### config.mk
export PLATFORM = sky130hd
export DESIGN_NAME = ga23_sdr_responder_flat
export DESIGN_NICKNAME = d
export VERILOG_FILES = /design/src/rtl/ga23_sdr_responder_if.sv /design/src/rtl/ga23_sdr_responder.sv /design/src/flat_wrapper.sv
export SDC_FILE = /design/constraint.sdc
export NUM_CORES = 1
export LEC_CHECK = 0
export CAP_MARGIN = 10
export CORE_MARGIN = 2
export CORE_UTILIZATION = 39
export DETAILED_ROUTE_END_ITERATION = 7
export PLACE_DENSITY = 0.64
export SLEW_MARGIN = 20
export SYNTH_ARGS = -nofsm -noshare
export SYNTH_HDL_FRONTEND = slang
export SYNTH_SLANG_ARGS = --single-unit
### constraint.sdc
create_clock -name clk -period 3.3 [get_ports clk]
set_clock_uncertainty 0.05 [all_clocks]
set_input_delay 0.66 -clock clk [delete_from_list [all_inputs] [get_ports clk]]
set_output_delay 0.66 -clock clk [all_outputs]
set_load 0.1 [all_outputs]
### src/rtl/ga23_sdr_responder_if.sv
// ---------------------------------------------------------------------------
// ga23_sdr_responder_if
//
// Bundles the two request/response channels handled by ga23_sdr_responder.
//
// Layer side (one lane per tile layer, NUM_PORTS lanes):
//   sdr_req   per-port request pulse, one clock wide
//   sdr_addr  per-port 32-bit word address, port p at [p*AW +: AW]
//   sdr_data  per-port returned row, held until the next delivery to that port
//   sdr_rdy   per-port delivery pulse, one clock wide
//
// SDRAM controller side (single shared read channel):
//   mem_req   read request level, held until mem_ack
//   mem_addr  read address, stable while mem_req is high
//   mem_ack   completion pulse; mem_data is valid in the same cycle
//   mem_data  read data
//
// Modports:
//   slave   the responder itself (accepts layer requests, drives the SDRAM read)
//   master  the environment (layers plus SDRAM controller)
// ---------------------------------------------------------------------------
interface ga23_sdr_responder_if #(
  parameter int NUM_PORTS = 3,
  parameter int AW        = 22
) ();

  logic [NUM_PORTS-1:0]    sdr_req;
  logic [NUM_PORTS*AW-1:0] sdr_addr;
  logic [NUM_PORTS*32-1:0] sdr_data;
  logic [NUM_PORTS-1:0]    sdr_rdy;

  logic                    mem_req;
  logic [AW-1:0]           mem_addr;
  logic                    mem_ack;
  logic [31:0]             mem_data;

  modport slave (
    input  sdr_req,
    input  sdr_addr,
    output sdr_data,
    output sdr_rdy,
    output mem_req,
    output mem_addr,
    input  mem_ack,
    input  mem_data
  );

  modport master (
    output sdr_req,
    output sdr_addr,
    input  sdr_data,
    input  sdr_rdy,
    input  mem_req,
    input  mem_addr,
    output mem_ack,
    output mem_data
  );

endinterface

### src/rtl/ga23_sdr_responder.sv
// ---------------------------------------------------------------------------
// ga23_sdr_responder
//
// Memory-side end of the GA23 tile-row fetch interface. Collects one-cycle
// row requests from NUM_PORTS tile layers, serialises them round-robin onto a
// single SDRAM read channel, and returns each 32-bit row to the requesting
// layer together with a one-cycle ready pulse.
//
// Ports:
//   clk        system clock
//   reset_n    asynchronous active-low reset
//   bus        ga23_sdr_responder_if.slave (layer lanes + SDRAM read channel)
//   busy       high while a read is outstanding (ISSUE state)
//   dbg_state  current FSM state (0 = IDLE, 1 = ISSUE)
//   dbg_pend   per-port pending flags
//
// Handshake semantics:
//   Layer side is fire-and-forget: a port raises sdr_req for exactly one clock
//   with sdr_addr valid in that cycle; there is no back-pressure. The request
//   is remembered as pending, and a later request from the same port simply
//   replaces the stored address (latest wins, one slot per port). The answer
//   arrives as a one-clock sdr_rdy with sdr_data valid from that cycle until
//   the next delivery to the same port. A request that is overtaken by a newer
//   one from the same port while its read is in flight is never answered.
//   SDRAM side is a level request: mem_req rises with mem_addr valid and both
//   hold until the controller returns a one-clock mem_ack, in the same cycle
//   as mem_data. mem_ack with no request outstanding is ignored. If reset
//   arrives mid-read, mem_req drops at once and the read is abandoned.
// ---------------------------------------------------------------------------
module ga23_sdr_responder #(
  parameter int NUM_PORTS = 3,
  parameter int AW        = 22
) (
  input  logic                 clk,
  input  logic                 reset_n,
  ga23_sdr_responder_if.slave  bus,
  output logic                 busy,
  output logic [0:0]           dbg_state,
  output logic [NUM_PORTS-1:0] dbg_pend
);

  // Width of a port index; at least one bit so NUM_PORTS=1 still elaborates.
  localparam int PW = (NUM_PORTS > 1) ? $clog2(NUM_PORTS) : 1;

  typedef enum logic [0:0] {
    IDLE  = 1'b0,
    ISSUE = 1'b1
  } state_t;

  // -------------------------------------------------------------------------
  // State
  // -------------------------------------------------------------------------
  state_t               state_q, state_d;
  logic [NUM_PORTS-1:0] pend_q,  pend_d;      // port has an unserved request
  logic [AW-1:0]        pa_q [NUM_PORTS];     // latest address per port
  logic [AW-1:0]        pa_d [NUM_PORTS];
  logic [PW-1:0]        rr_q,  rr_d;          // round-robin search start
  logic [PW-1:0]        cur_q, cur_d;         // port owning the in-flight read
  logic                 sup_q, sup_d;         // in-flight read has been overtaken
  logic [AW-1:0]        mem_addr_q, mem_addr_d;
  logic [31:0]          data_q [NUM_PORTS];   // last row delivered per port
  logic [31:0]          data_d [NUM_PORTS];
  logic [NUM_PORTS-1:0] rdy_q, rdy_d;

  // -------------------------------------------------------------------------
  // Round-robin arbiter: first pending port at or after rr_q, wrapping.
  // Looks at registered pend only, so a request captured at edge N is first
  // eligible for grant at edge N+1.
  // -------------------------------------------------------------------------
  logic          gnt_vld;
  logic [PW-1:0] gnt;
  logic [PW-1:0] rr_after_gnt;

  always_comb begin
    gnt_vld = 1'b0;
    gnt     = '0;
    for (int i = 0; i < NUM_PORTS; i++) begin
      int j;
      j = int'(rr_q) + i;
      if (j >= NUM_PORTS) begin
        j = j - NUM_PORTS;
      end
      if (!gnt_vld && pend_q[j]) begin
        gnt_vld = 1'b1;
        gnt     = PW'(j);
      end
    end
  end

  assign rr_after_gnt = (gnt == PW'(NUM_PORTS - 1)) ? '0 : gnt + PW'(1);

  // -------------------------------------------------------------------------
  // Next-state and datapath
  // -------------------------------------------------------------------------
  always_comb begin
    // Defaults: hold everything, capture any new requests, no delivery.
    state_d    = state_q;
    pend_d     = pend_q | bus.sdr_req;
    for (int p = 0; p < NUM_PORTS; p++) begin
      pa_d[p] = bus.sdr_req[p] ? bus.sdr_addr[p*AW +: AW] : pa_q[p];
    end
    rr_d       = rr_q;
    cur_d      = cur_q;
    sup_d      = sup_q;
    mem_addr_d = mem_addr_q;
    data_d     = data_q;
    rdy_d      = '0;

    unique case (state_q)
      IDLE: begin
        if (gnt_vld) begin
          state_d    = ISSUE;
          cur_d      = gnt;
          rr_d       = rr_after_gnt;
          // The stored (old) address is issued; a request arriving on the
          // same edge has already been captured into pa_d above.
          mem_addr_d = pa_q[gnt];
          // A same-edge request keeps the port pending and marks the read
          // just issued as already overtaken.
          pend_d[gnt] = bus.sdr_req[gnt];
          sup_d       = bus.sdr_req[gnt];
        end
      end

      ISSUE: begin
        if (bus.sdr_req[cur_q]) begin
          sup_d = 1'b1;
        end
        if (bus.mem_ack) begin
          state_d = IDLE;
          // A request on the ack edge counts as overtaking, so the row is
          // only delivered when neither the flag nor the live request is set.
          if (!sup_q && !bus.sdr_req[cur_q]) begin
            rdy_d[cur_q]  = 1'b1;
            data_d[cur_q] = bus.mem_data;
          end
        end
      end

      default: begin
        state_d = IDLE;
      end
    endcase
  end

  // -------------------------------------------------------------------------
  // Registers
  // -------------------------------------------------------------------------
  always_ff @(posedge clk or negedge reset_n) begin
    if (!reset_n) begin
      state_q    <= IDLE;
      pend_q     <= '0;
      rr_q       <= '0;
      cur_q      <= '0;
      sup_q      <= 1'b0;
      mem_addr_q <= '0;
      rdy_q      <= '0;
      for (int p = 0; p < NUM_PORTS; p++) begin
        pa_q[p]   <= '0;
        data_q[p] <= '0;
      end
    end else begin
      state_q    <= state_d;
      pend_q     <= pend_d;
      rr_q       <= rr_d;
      cur_q      <= cur_d;
      sup_q      <= sup_d;
      mem_addr_q <= mem_addr_d;
      rdy_q      <= rdy_d;
      for (int p = 0; p < NUM_PORTS; p++) begin
        pa_q[p]   <= pa_d[p];
        data_q[p] <= data_d[p];
      end
    end
  end

  // -------------------------------------------------------------------------
  // Outputs
  // -------------------------------------------------------------------------
  // mem_req is decoded from the state register so it falls the moment reset
  // clears the state, without waiting for a clock.
  assign bus.mem_req  = (state_q == ISSUE);
  assign bus.mem_addr = mem_addr_q;
  assign bus.sdr_rdy  = rdy_q;

  always_comb begin
    bus.sdr_data = '0;
    for (int p = 0; p < NUM_PORTS; p++) begin
      bus.sdr_data[p*32 +: 32] = data_q[p];
    end
  end

  assign busy      = (state_q == ISSUE);
  assign dbg_state = state_q;
  assign dbg_pend  = pend_q;

endmodule

### src/flat_wrapper.sv
// flat-port wrapper written by rule: the top's interface ports become plain ports
module ga23_sdr_responder_flat 
#(
  parameter int NUM_PORTS = 3,
  parameter int AW        = 22
)
  (clk, reset_n, busy, dbg_state, dbg_pend, bus_sdr_req, bus_sdr_addr, bus_sdr_data, bus_sdr_rdy, bus_mem_req, bus_mem_addr, bus_mem_ack, bus_mem_data);
  ga23_sdr_responder_if #(.NUM_PORTS(NUM_PORTS), .AW(AW)) bus_i ();
  input  logic clk;
  input  logic reset_n;
  output logic busy;
  output logic [0:0] dbg_state;
  output logic [NUM_PORTS-1:0] dbg_pend;
  input wire logic [$bits(bus_i.sdr_req)-1:0] bus_sdr_req;
  input wire logic [$bits(bus_i.sdr_addr)-1:0] bus_sdr_addr;
  output wire logic [$bits(bus_i.sdr_data)-1:0] bus_sdr_data;
  output wire logic [$bits(bus_i.sdr_rdy)-1:0] bus_sdr_rdy;
  output wire logic [$bits(bus_i.mem_req)-1:0] bus_mem_req;
  output wire logic [$bits(bus_i.mem_addr)-1:0] bus_mem_addr;
  input wire logic [$bits(bus_i.mem_ack)-1:0] bus_mem_ack;
  input wire logic [$bits(bus_i.mem_data)-1:0] bus_mem_data;
  assign bus_i.sdr_req = bus_sdr_req;
  assign bus_i.sdr_addr = bus_sdr_addr;
  assign bus_sdr_data = bus_i.sdr_data;
  assign bus_sdr_rdy = bus_i.sdr_rdy;
  assign bus_mem_req = bus_i.mem_req;
  assign bus_mem_addr = bus_i.mem_addr;
  assign bus_i.mem_ack = bus_mem_ack;
  assign bus_i.mem_data = bus_mem_data;
  ga23_sdr_responder #(.NUM_PORTS(NUM_PORTS), .AW(AW)) u_core (.clk(clk), .reset_n(reset_n), .bus(bus_i), .busy(busy), .dbg_state(dbg_state), .dbg_pend(dbg_pend));
endmodule
==> results.cfg <==
[worst_setup_path]
critPathLaunchType = flip-flop
reg2reg_depth = 10
critPathKind = flip-flop to flip-flop
end_kind = flip-flop
path_cells = inv_1 > ha_1 > mux2i_1 > mux2i_1 > a311oi_1 > a31oi_4 > buf_4 > nor3b_4 > mux2i_1 > a32oi_1
required_ps = 3540
worstPathMaxFanout = 22
worstPathArrival_ps = 2960
timing.rr.start = u_core.rr_q[1]
regToRegEndpoint = u_core.dbg_pend[0]
crit_buf_inv = 2
r2r_slack_ps = 570
cp_top_family = multiplexers
crit_slowest_cell = dfrtp_1
cp_common_cell = mux2i_1
max_stage_delay_ps = 410

[clock_network]
cts_resized = 0
cts_tree = yes
h-tree-depth = 4
cts.sink_count = 196
cts_max_path_buffers = 2
ctsHoldBuffers = 0
root_buffer = clkbuf_16
clk_pin_slew_ps = 70
clock_latency_ps = 430
cts_setup_buffers = 0
cts_made_buffers = 17

[yosys]
synth_cells = 760
post_synth_num_cell_types = 37
synth-edff-count = 0
seq_area_frac_synth = 0.604
synth_area_per_cell_um2 = 10.7
async_reset_ff_frac = 1.00
syn_area_um2 = 8120
yosys_warnings = 0
synth_flop_cell = dfrtp_1
synth_nets = 868
ys_seq_elements = 196

[grt]
antenna_found_initial = 2
grt_pass1_vias = 6262
grt_usage = 0.199
grt_max_degree = 98
grt_pass1_wl_um = 34000
overflow = 0

[sta]
tns_ps = 0
rsz0062_at_grt = no
fin_crit_sh = 0.827
fmax_ghz = 0.366
maxSlewViolCount = 0
hold_viol = 0
slew_headroom = 0.607
hold_slack_ps = 27.4
tightest_slew_ps = 590
period_needed_ps = 2730
finalSetupViolCount = 0

[final_layout]
final_nets = 1088
final_common_cell = nand2_1
final_cell_mix = nand2_1, dfrtp_1, buf_4
num-fill-cells = 1842
final_cell_area_um2 = 11000
area_delta_synth_final_pct = 35.6
final_layout_size_suffix_gt1_frac = 0.257
fin_util = 0.541

[drt]
first_pass_iters = 5
drc = 0
wl_per_cell_um = 16.8
wirelength_um = 21200
viasPerCell = 4.79
detail-route-antenna-nets = 0
vias = 6057
drt_first_iter_violations = 350

[run]
maxCapViolCount = 0

[place]
port_buffers = 230
gp_congestion = 0.775
dpl_cell_area_um2 = 10400
dp_hpwl_um = 14400

[floorplan]
start_util = 0.399
die_y_um = 148
fp-row-count = 52
die_x_um = 148
pin_count = 231
core_region_area_um2 = 20400
design.die.area_um2 = 22000

[min_path]
hold_class = input port to async pin

[run_status]
status = finished, final reports clean
## worst max-delay path by stage
stage	startpoint	endpoint	depth (start not counted)
after floorplan	u_core.dbg_pend[1]	u_core.dbg_pend[0]	8
after global placement	u_core.rr_q[0]	u_core.bus.mem_addr[11]	9
after detailed placement	u_core.rr_q[1]	u_core.dbg_pend[0]	10
after CTS	u_core.rr_q[1]	u_core.dbg_pend[0]	10
after global routing	u_core.rr_q[1]	u_core.bus.mem_addr[7]	10
final	u_core.rr_q[1]	u_core.dbg_pend[0]	10
## Yosys cell counts, drive strengths merged, types with 2 or more instances
cell type  number  area (um^2)
inv            12         45.0
dfrtp         196         4900
a21oi           3         15.0
ha              4         50.1
clkbuf         23         86.3
nand2b          3         18.8
a311oi          2         23.8
nand2         294         1100
nand3b          3         22.5
a211oi         23          173
nor2b           2         12.5
nor2           28          105
mux2           70          792
nor3            3         20.0
mux2i          29          290
buf            24          151
a21o           25          188
o21ai           4         20.0
## worst reg2reg max path, stage by stage, from the launching register on
cell and delay [ps]:
dfrtp_1 410, inv_1 90, ha_1 350, mux2i_1 170, mux2i_1 360, a311oi_1 150
a31oi_4 190, buf_4 280, nor3b_4 280, mux2i_1 210, a32oi_1 60
## layout make-up
| cell class | instances | area (um^2) | share of cell area |
|---|---|---|---|
| antenna | 1 | 2.50 | 0.000227 |
| clock buffer | 19 | 453 | 0.0411 |
| clock inverter | 13 | 149 | 0.0135 |
| inverter | 12 | 45.0 | 0.00409 |
| multi-input combinational | 505 | 2960 | 0.269 |
| sequential | 196 | 4900 | 0.445 |
| tap | 270 | 338 | 0.0307 |
| timing repair buffer | 248 | 2160 | 0.196 |
## logic make-up (layout without fill, tap and decap cells)
| kind of cell | count (synthesis) | in the layout | synth area share |
|---|---|---|---|
| other cells | 0 | 1 | 0 |
| buf+inv | 59 | 292 | 0.0348 |
| mux | 99 | 99 | 0.133 |
| flops | 196 | 196 | 0.604 |
| simple gates | 339 | 339 | 0.164 |
| fa+ha+maj | 4 | 4 | 0.00616 |
| compound gates | 63 | 63 | 0.0575 |
## sequential cells by signal, summed over array words and instances, names as in the netlist
register	flops
u_core.bus.sdr_data	96
u_core.pa_q	66
u_core.bus.mem_addr	22
u_core.bus.sdr_rdy	3
u_core.dbg_pend	3
u_core.cur_q	2
u_core.rr_q	2
u_core.bus.mem_req	1
u_core.sup_q	1
## through the flow
| stage | std cells | setup WS [ps] |
|---|---|---|
| global route | 1264 | 361 |
| detailed placement | 1231 | 601 |
| global placement | 1231 | 630 |
| CTS | 1263 | 570 |
| finish | 1264 | 570 |
| floorplan | 760 | 680 |
## routing by layer
layer  global-route usage  vias up  wire, um
met3               0.0515       25      1080
met1                0.265     2959      9540
met2                0.318      157     10100
met4               0.0700        0       528
li1                     -     2916         -
met5                    0        -         0
Power is left out: the tool's default activity adds up to more than one toggle a clock period on the data nets, which glitch-free logic cannot reach.
